`config.mk`:
```
export PLATFORM = sky130hd
export DESIGN_NAME = snake_motion_ctrl
export DESIGN_NICKNAME = d
export VERILOG_FILES = /design/src/rtl/snake_motion_ctrl.sv
export SDC_FILE = /design/constraint.sdc
export NUM_CORES = 1
export LEC_CHECK = 0
export CORE_MARGIN = 2
export CORE_UTILIZATION = 54
export CTS_BUF_LIST = sky130_fd_sc_hd__clkbuf_8 sky130_fd_sc_hd__clkbuf_16
export DETAILED_ROUTE_END_ITERATION = 16
export MAX_ROUTING_LAYER = met4
export PLACE_DENSITY = 0.8
export SETUP_SLACK_MARGIN = 0.1
export SLEW_MARGIN = 15
export SYNTH_ARGS = -nofsm -noshare
export SYNTH_HDL_FRONTEND = slang
export SYNTH_SLANG_ARGS = --single-unit
export TNS_END_PERCENT = 1
```
`constraint.sdc`:
```
create_clock -name Clk -period 4.4 [get_ports Clk]
set_input_delay 0.66 -clock Clk [delete_from_list [all_inputs] [get_ports Clk]]
set_output_delay 0.66 -clock Clk [all_outputs]
set_load 0.01 [all_outputs]
```
`src/rtl/snake_motion_ctrl.sv`:
```
// snake_motion_ctrl
//   Upstream stage of the snake/background renderer. Turns held USB keycodes
//   and the per-frame vsync tick into a grid-stepped snake-head position,
//   size and heading. Owns the game-state FSM (IDLE, RUN, DEAD), including
//   wall collision.
//
// Ports
//   Clk         in   1   system clock
//   Reset       in   1   synchronous, active-high reset
//   frame_clk   in   1   raw vsync-rate tick, asynchronous to Clk
//   keycode     in   8   current keyboard keycode, level-held
//   snakeX_pos  out  10  head centre X
//   snakeY_pos  out  10  head centre Y
//   snake_size  out  10  constant HALF_SIZE
//   motion_dir  out  2   heading: 00=W/up, 01=A/left, 10=S/down, 11=D/right
//   step_pulse  out  1   one-Clk pulse on each applied move
//   dead        out  1   high while in DEAD
//
// Configuration
//   SNAKE_WRAP_EN : when defined, the head wraps at the walls instead of
//                   dying, so DEAD is never entered.
module snake_motion_ctrl #(
    parameter int X_START         = 320,
    parameter int Y_START         = 240,
    parameter int HALF_SIZE       = 12,
    parameter int STEP            = 24,
    parameter int FRAMES_PER_STEP = 8,
    parameter int X_MIN           = 12,
    parameter int X_MAX           = 627,
    parameter int Y_MIN           = 12,
    parameter int Y_MAX           = 467
) (
    input  logic       Clk,
    input  logic       Reset,
    input  logic       frame_clk,
    input  logic [7:0] keycode,
    output logic [9:0] snakeX_pos,
    output logic [9:0] snakeY_pos,
    output logic [9:0] snake_size,
    output logic [1:0] motion_dir,
    output logic       step_pulse,
    output logic       dead
);

    typedef enum logic [1:0] {
        IDLE = 2'd0,
        RUN  = 2'd1,
        DEAD = 2'd2
    } state_t;

    localparam logic [9:0]        X_START_V  = 10'(X_START);
    localparam logic [9:0]        Y_START_V  = 10'(Y_START);
    localparam logic [7:0]        LAST_FRAME = 8'(FRAMES_PER_STEP - 1);
    localparam logic signed [10:0] STEP_S    = 11'(STEP);
    localparam logic signed [10:0] XMIN_S    = 11'(X_MIN);
    localparam logic signed [10:0] XMAX_S    = 11'(X_MAX);
    localparam logic signed [10:0] YMIN_S    = 11'(Y_MIN);
    localparam logic signed [10:0] YMAX_S    = 11'(Y_MAX);

    state_t      state, state_n;
    logic [9:0]  x_reg, x_n, y_reg, y_n;
    logic [1:0]  dir_reg, dir_n, pend_reg, pend_n;
    logic [7:0]  cnt_reg, cnt_n;
    logic        pulse_reg, pulse_n;
    logic        sync1, sync2, sync3;
    logic        frame_edge;

    logic        key_wasd, key_space;
    logic [1:0]  key_dir;
    logic signed [10:0] nx, ny;
    logic        move_ok;
`ifndef SNAKE_WRAP_EN
    logic        in_range;
`endif

    // sync1/sync2 resynchronise frame_clk; sync3 delays it once more so the
    // rising edge shows up as a single-cycle pulse.
    assign frame_edge = sync2 & ~sync3;

    always_comb begin
        key_wasd  = 1'b0;
        key_space = 1'b0;
        key_dir   = 2'b00;
        case (keycode)
            8'h1A: begin key_wasd = 1'b1; key_dir = 2'b00; end
            8'h04: begin key_wasd = 1'b1; key_dir = 2'b01; end
            8'h16: begin key_wasd = 1'b1; key_dir = 2'b10; end
            8'h07: begin key_wasd = 1'b1; key_dir = 2'b11; end
            8'h2C: key_space = 1'b1;
            default: ;
        endcase
    end

    // Candidate position for the next step, in signed 11 bits so that a
    // move past zero is seen as negative rather than wrapping to a large value.
    always_comb begin
        nx = $signed({1'b0, x_reg});
        ny = $signed({1'b0, y_reg});
        case (pend_reg)
            2'b00:   ny = ny - STEP_S;
            2'b01:   nx = nx - STEP_S;
            2'b10:   ny = ny + STEP_S;
            default: nx = nx + STEP_S;
        endcase
`ifdef SNAKE_WRAP_EN
        if (nx < XMIN_S)      nx = XMAX_S;
        else if (nx > XMAX_S) nx = XMIN_S;
        if (ny < YMIN_S)      ny = YMAX_S;
        else if (ny > YMAX_S) ny = YMIN_S;
        move_ok = 1'b1;
`else
        in_range = (nx >= XMIN_S) && (nx <= XMAX_S) &&
                   (ny >= YMIN_S) && (ny <= YMAX_S);
        move_ok  = in_range;
`endif
    end

    always_comb begin
        state_n = state;
        x_n     = x_reg;
        y_n     = y_reg;
        dir_n   = dir_reg;
        pend_n  = pend_reg;
        cnt_n   = cnt_reg;
        pulse_n = 1'b0;
        case (state)
            IDLE: begin
                x_n   = X_START_V;
                y_n   = Y_START_V;
                cnt_n = 8'd0;
                // A frame_edge in this cycle is deliberately not counted.
                if (key_wasd) begin
                    dir_n   = key_dir;
                    pend_n  = key_dir;
                    state_n = RUN;
                end
            end
            RUN: begin
                if (frame_edge && (cnt_reg == LAST_FRAME)) begin
                    // Step cycle: keys are ignored here.
                    cnt_n = 8'd0;
                    if (move_ok) begin
                        x_n     = nx[9:0];
                        y_n     = ny[9:0];
                        dir_n   = pend_reg;
                        pulse_n = 1'b1;
                    end else begin
                        state_n = DEAD;
                    end
                end else begin
                    if (frame_edge)
                        cnt_n = cnt_reg + 8'd1;
                    // Only perpendicular turns are accepted; flipping bit 1
                    // of a heading gives its exact opposite.
                    if (key_wasd && (key_dir != dir_reg) &&
                        (key_dir != (dir_reg ^ 2'b10)))
                        pend_n = key_dir;
                end
            end
            DEAD: begin
                if (key_space) begin
                    state_n = IDLE;
                    x_n     = X_START_V;
                    y_n     = Y_START_V;
                    dir_n   = 2'b00;
                    pend_n  = 2'b00;
                    cnt_n   = 8'd0;
                end
            end
            default: state_n = IDLE;
        endcase
    end

    always_ff @(posedge Clk) begin
        if (Reset) begin
            state     <= IDLE;
            x_reg     <= X_START_V;
            y_reg     <= Y_START_V;
            dir_reg   <= 2'b00;
            pend_reg  <= 2'b00;
            cnt_reg   <= 8'd0;
            pulse_reg <= 1'b0;
            sync1     <= 1'b0;
            sync2     <= 1'b0;
            sync3     <= 1'b0;
        end else begin
            state     <= state_n;
            x_reg     <= x_n;
            y_reg     <= y_n;
            dir_reg   <= dir_n;
            pend_reg  <= pend_n;
            cnt_reg   <= cnt_n;
            pulse_reg <= pulse_n;
            sync1     <= frame_clk;
            sync2     <= sync1;
            sync3     <= sync2;
        end
    end

    assign snakeX_pos = x_reg;
    assign snakeY_pos = y_reg;
    assign snake_size = 10'(HALF_SIZE);
    assign motion_dir = dir_reg;
    assign step_pulse = pulse_reg;
    assign dead       = (state == DEAD);

endmodule

```
==> flow_summary.ini <==
[logic_synthesis]
ys.flop_type = dfxtp_1
ys.warnings.count = 0
ys_ff_latch = 32
synthMostInstantiatedCell = nor2_1
synth_area_leaders = dfxtp_1 (24%), ha_1 (5.7%), buf_4 (5.2%)
synth_largest_area_cell = dfxtp_1
synth_common_cells = nor2_1 (34), dfxtp_1 (32), nand2_1 (23)
netlist_instances = 332
synth-async-reset-ratio_pct = 0
ys_types = 65
yosysSeqAreaShare_pct = 24.5
syn_area_mm2 = 0.00262
synth_top_area_share_pct = 24.5
synth.avg_cell_area_um2 = 7.88
synth_edf_count = 0

[sta]
finalSetupViolCount = 0
max_slew.worst_pin.slew_ns = 0.956
max_freq_mhz = 269
rsz0062_at_grt = false
setup_tns_ns = 0
worst_hold_slack_ns = 0.442
fin_skew_ns = 0.00741
hold_viol = 0
period_minus_slack_ns = 3.72
relSlewSlack_pct = 36.0
fin_crit_sh_pct = 84.5
slew_violations = 0

[floorplan]
core_mm2 = 0.00469
initial_core_util_pct = 55.8
die_w_um = 73.6
die_area_mm2 = 0.00542
num_rows = 25
io_pins = 45
die_h_um = 73.6

[cells_and_area]
stdcell_count = 408
largest_reg_flops = 8
antennaDiodeCount = 0
nNetsFinal = 377
final_layout_size_suffix_gt1_share_pct = 6.50
syn2layout_area_growth_pct = 13.5

[worst_setup_path]
cp.required_ns = 4.58
crit_fanout = 13
cp_cell_sequence = nand2b_1 > ha_1 > nor3_1 > nor3_1 > a21boi_1 > xor2_1 > o211ai_1 > a221oi_2 > buf_4 > nand2_2 > o311a_1
crit_path_frequent_cell = nor3_1
end_kind = register
critical-path-max-stage-delay_ns = 0.64
path_delay_family = compound AO/OA/AOI/OAI gates
cp.buffers_inverters = 1
crit_arrival_ns = 3.90
worstSetupPathType = register to register
slowest_stage = dfxtp_1
cp-start-kind = register

[run_status]
outcome = complete, no violations

[global_routing]
grt_pass1_vias = 2201
grt_max_degree = 28
grt_usage_pct = 24.6
grt_pass1_wl_mm = 10.2
antenna_found_initial = 0
gr-total-overflow = 0

[clock_tree]
cts.clk_slew.worst_paths_ns = 0.07
htree_levels = 2
numCtsBuffers = 5
clockBufferDepth = 2
numClockSinks = 32
cts_tree = done
post_cts_buffers = 0
cts_hold_buf = 0
cts_root_buf = clkbuf_8
clock_latency_ns = 0.29
cts.repair.resized = 0

[route]
drc = 0
finalWirelength_mm = 6.12
drtPass1Iterations = 5
ant_nets = 0
vias = 2479
wl_per_cell_um = 15.0
drtIter0Drc = 210
viasPerCell = 6.08

[run]
max_cap_violations = 0

[placement]
dp.cells = 400
hpwl_mm = 4.52
place.gp.congestion = 0.908
port_buffers = 28

[pwr]
powerDensity_mw_per_mm2 = 336
pwr-share-comb_pct = 35.2
sw_frac_of_total_pct = 35.5
p_sw_mw = 0.354
p_leak_nw = 1.12
p_clk_share_pct = 31.1
irDropWorstVdd_uv = 216
seq_power_share_pct = 33.7
internal-power_mw = 0.644

[min_path]
min_path_type = register to register
==> cells by family (layout without fill, tap and decap cells) <==
group | count (synthesis) | after routing | share of synthesized area [%]
buffers and inverters | 52 | 60 | 10.6
adders and majority gates | 13 | 13 | 6.50
other | 2 | 16 | 0.287
muxes | 9 | 9 | 3.92
AOI/OAI and AO/OA | 69 | 69 | 20.0
xor gates and xnor gates | 18 | 18 | 6.02
DFF | 32 | 32 | 24.5
and+or+nand+nor | 137 | 137 | 28.2
==> final cells by class <==
class	instances	area (µm²)
multi-input combinational	262	1750
fill	421	1720
sequential	32	641
timing repair buffer	32	310
clock buffer	7	96.3
inverter	20	75.1
tap	54	67.6
clock inverter	1	30.0
==> through the flow <==
stage	setup slack, ns	total power, mW	area [µm²]	utilization (%)
2_1_floorplan	1.30	0.597	2670	-
3_3_place_gp	0.985	0.679	2850	60.6
3_5_place_dp	0.825	0.686	2850	60.6
4_1_cts	0.779	0.994	2970	63.3
5_1_grt	0.382	1.05	2970	63.3
6_report	0.681	0.998	2970	63.3
==> final timing paths <==
| kind | startpoint | endpoint | slack (ns) | cells after the start |
|---|---|---|---|---|
| worst max-delay path | pend_reg[1]$_SDFFE_PP0P_ | snakeX_pos[6]$_SDFFE_PP1P_ | 0.68 | 11 |
| worst min-delay path | sync1$_SDFF_PP0_ | sync2$_SDFF_PP0_ | 0.44 | 1 |
| worst max register to register | pend_reg[1]$_SDFFE_PP0P_ | snakeX_pos[6]$_SDFFE_PP1P_ | 0.68 | 11 |
| worst min register to register | sync1$_SDFF_PP0_ | sync2$_SDFF_PP0_ | 0.44 | 1 |
==> power groups by stage <==
stage | combinational [mW] | clock, mW | sequential (mW)
finish | 0.352 | 0.310 | 0.337
global route | 0.390 | 0.325 | 0.339
CTS | 0.347 | 0.311 | 0.336
detailed placement | 0.344 | 0 | 0.342
global placement | 0.339 | 0 | 0.340
floorplan | 0.256 | 0 | 0.341
==> cells in the final DEF (no fill, tap or decap), types with 5 or more instances in the layout <==
cell type / count
a21oi_1: 12
a31oi_1: 6
clkbuf_8: 7
clkdlybuf4s50_1: 28
conb_1: 16
dfxtp_1: 32
ha_1: 12
inv_1: 19
mux2i_1: 8
nand2_1: 23
nand2b_1: 12
nand3_1: 13
nand4_1: 9
nor2_1: 34
nor2b_1: 7
nor3_1: 11
o211ai_1: 5
o21ai_0: 5
xnor2_1: 7
xor2_1: 11
==> metal layers <==
metal	track usage, %	up-vias	wire, µm
met5	-	-	0
met4	9.49	0	90
li1	-	1223	-
met3	3.98	8	314
met2	38.1	104	2910
met1	32.0	1144	2810
No activity file was read; power rests on OpenSTA's default activity.
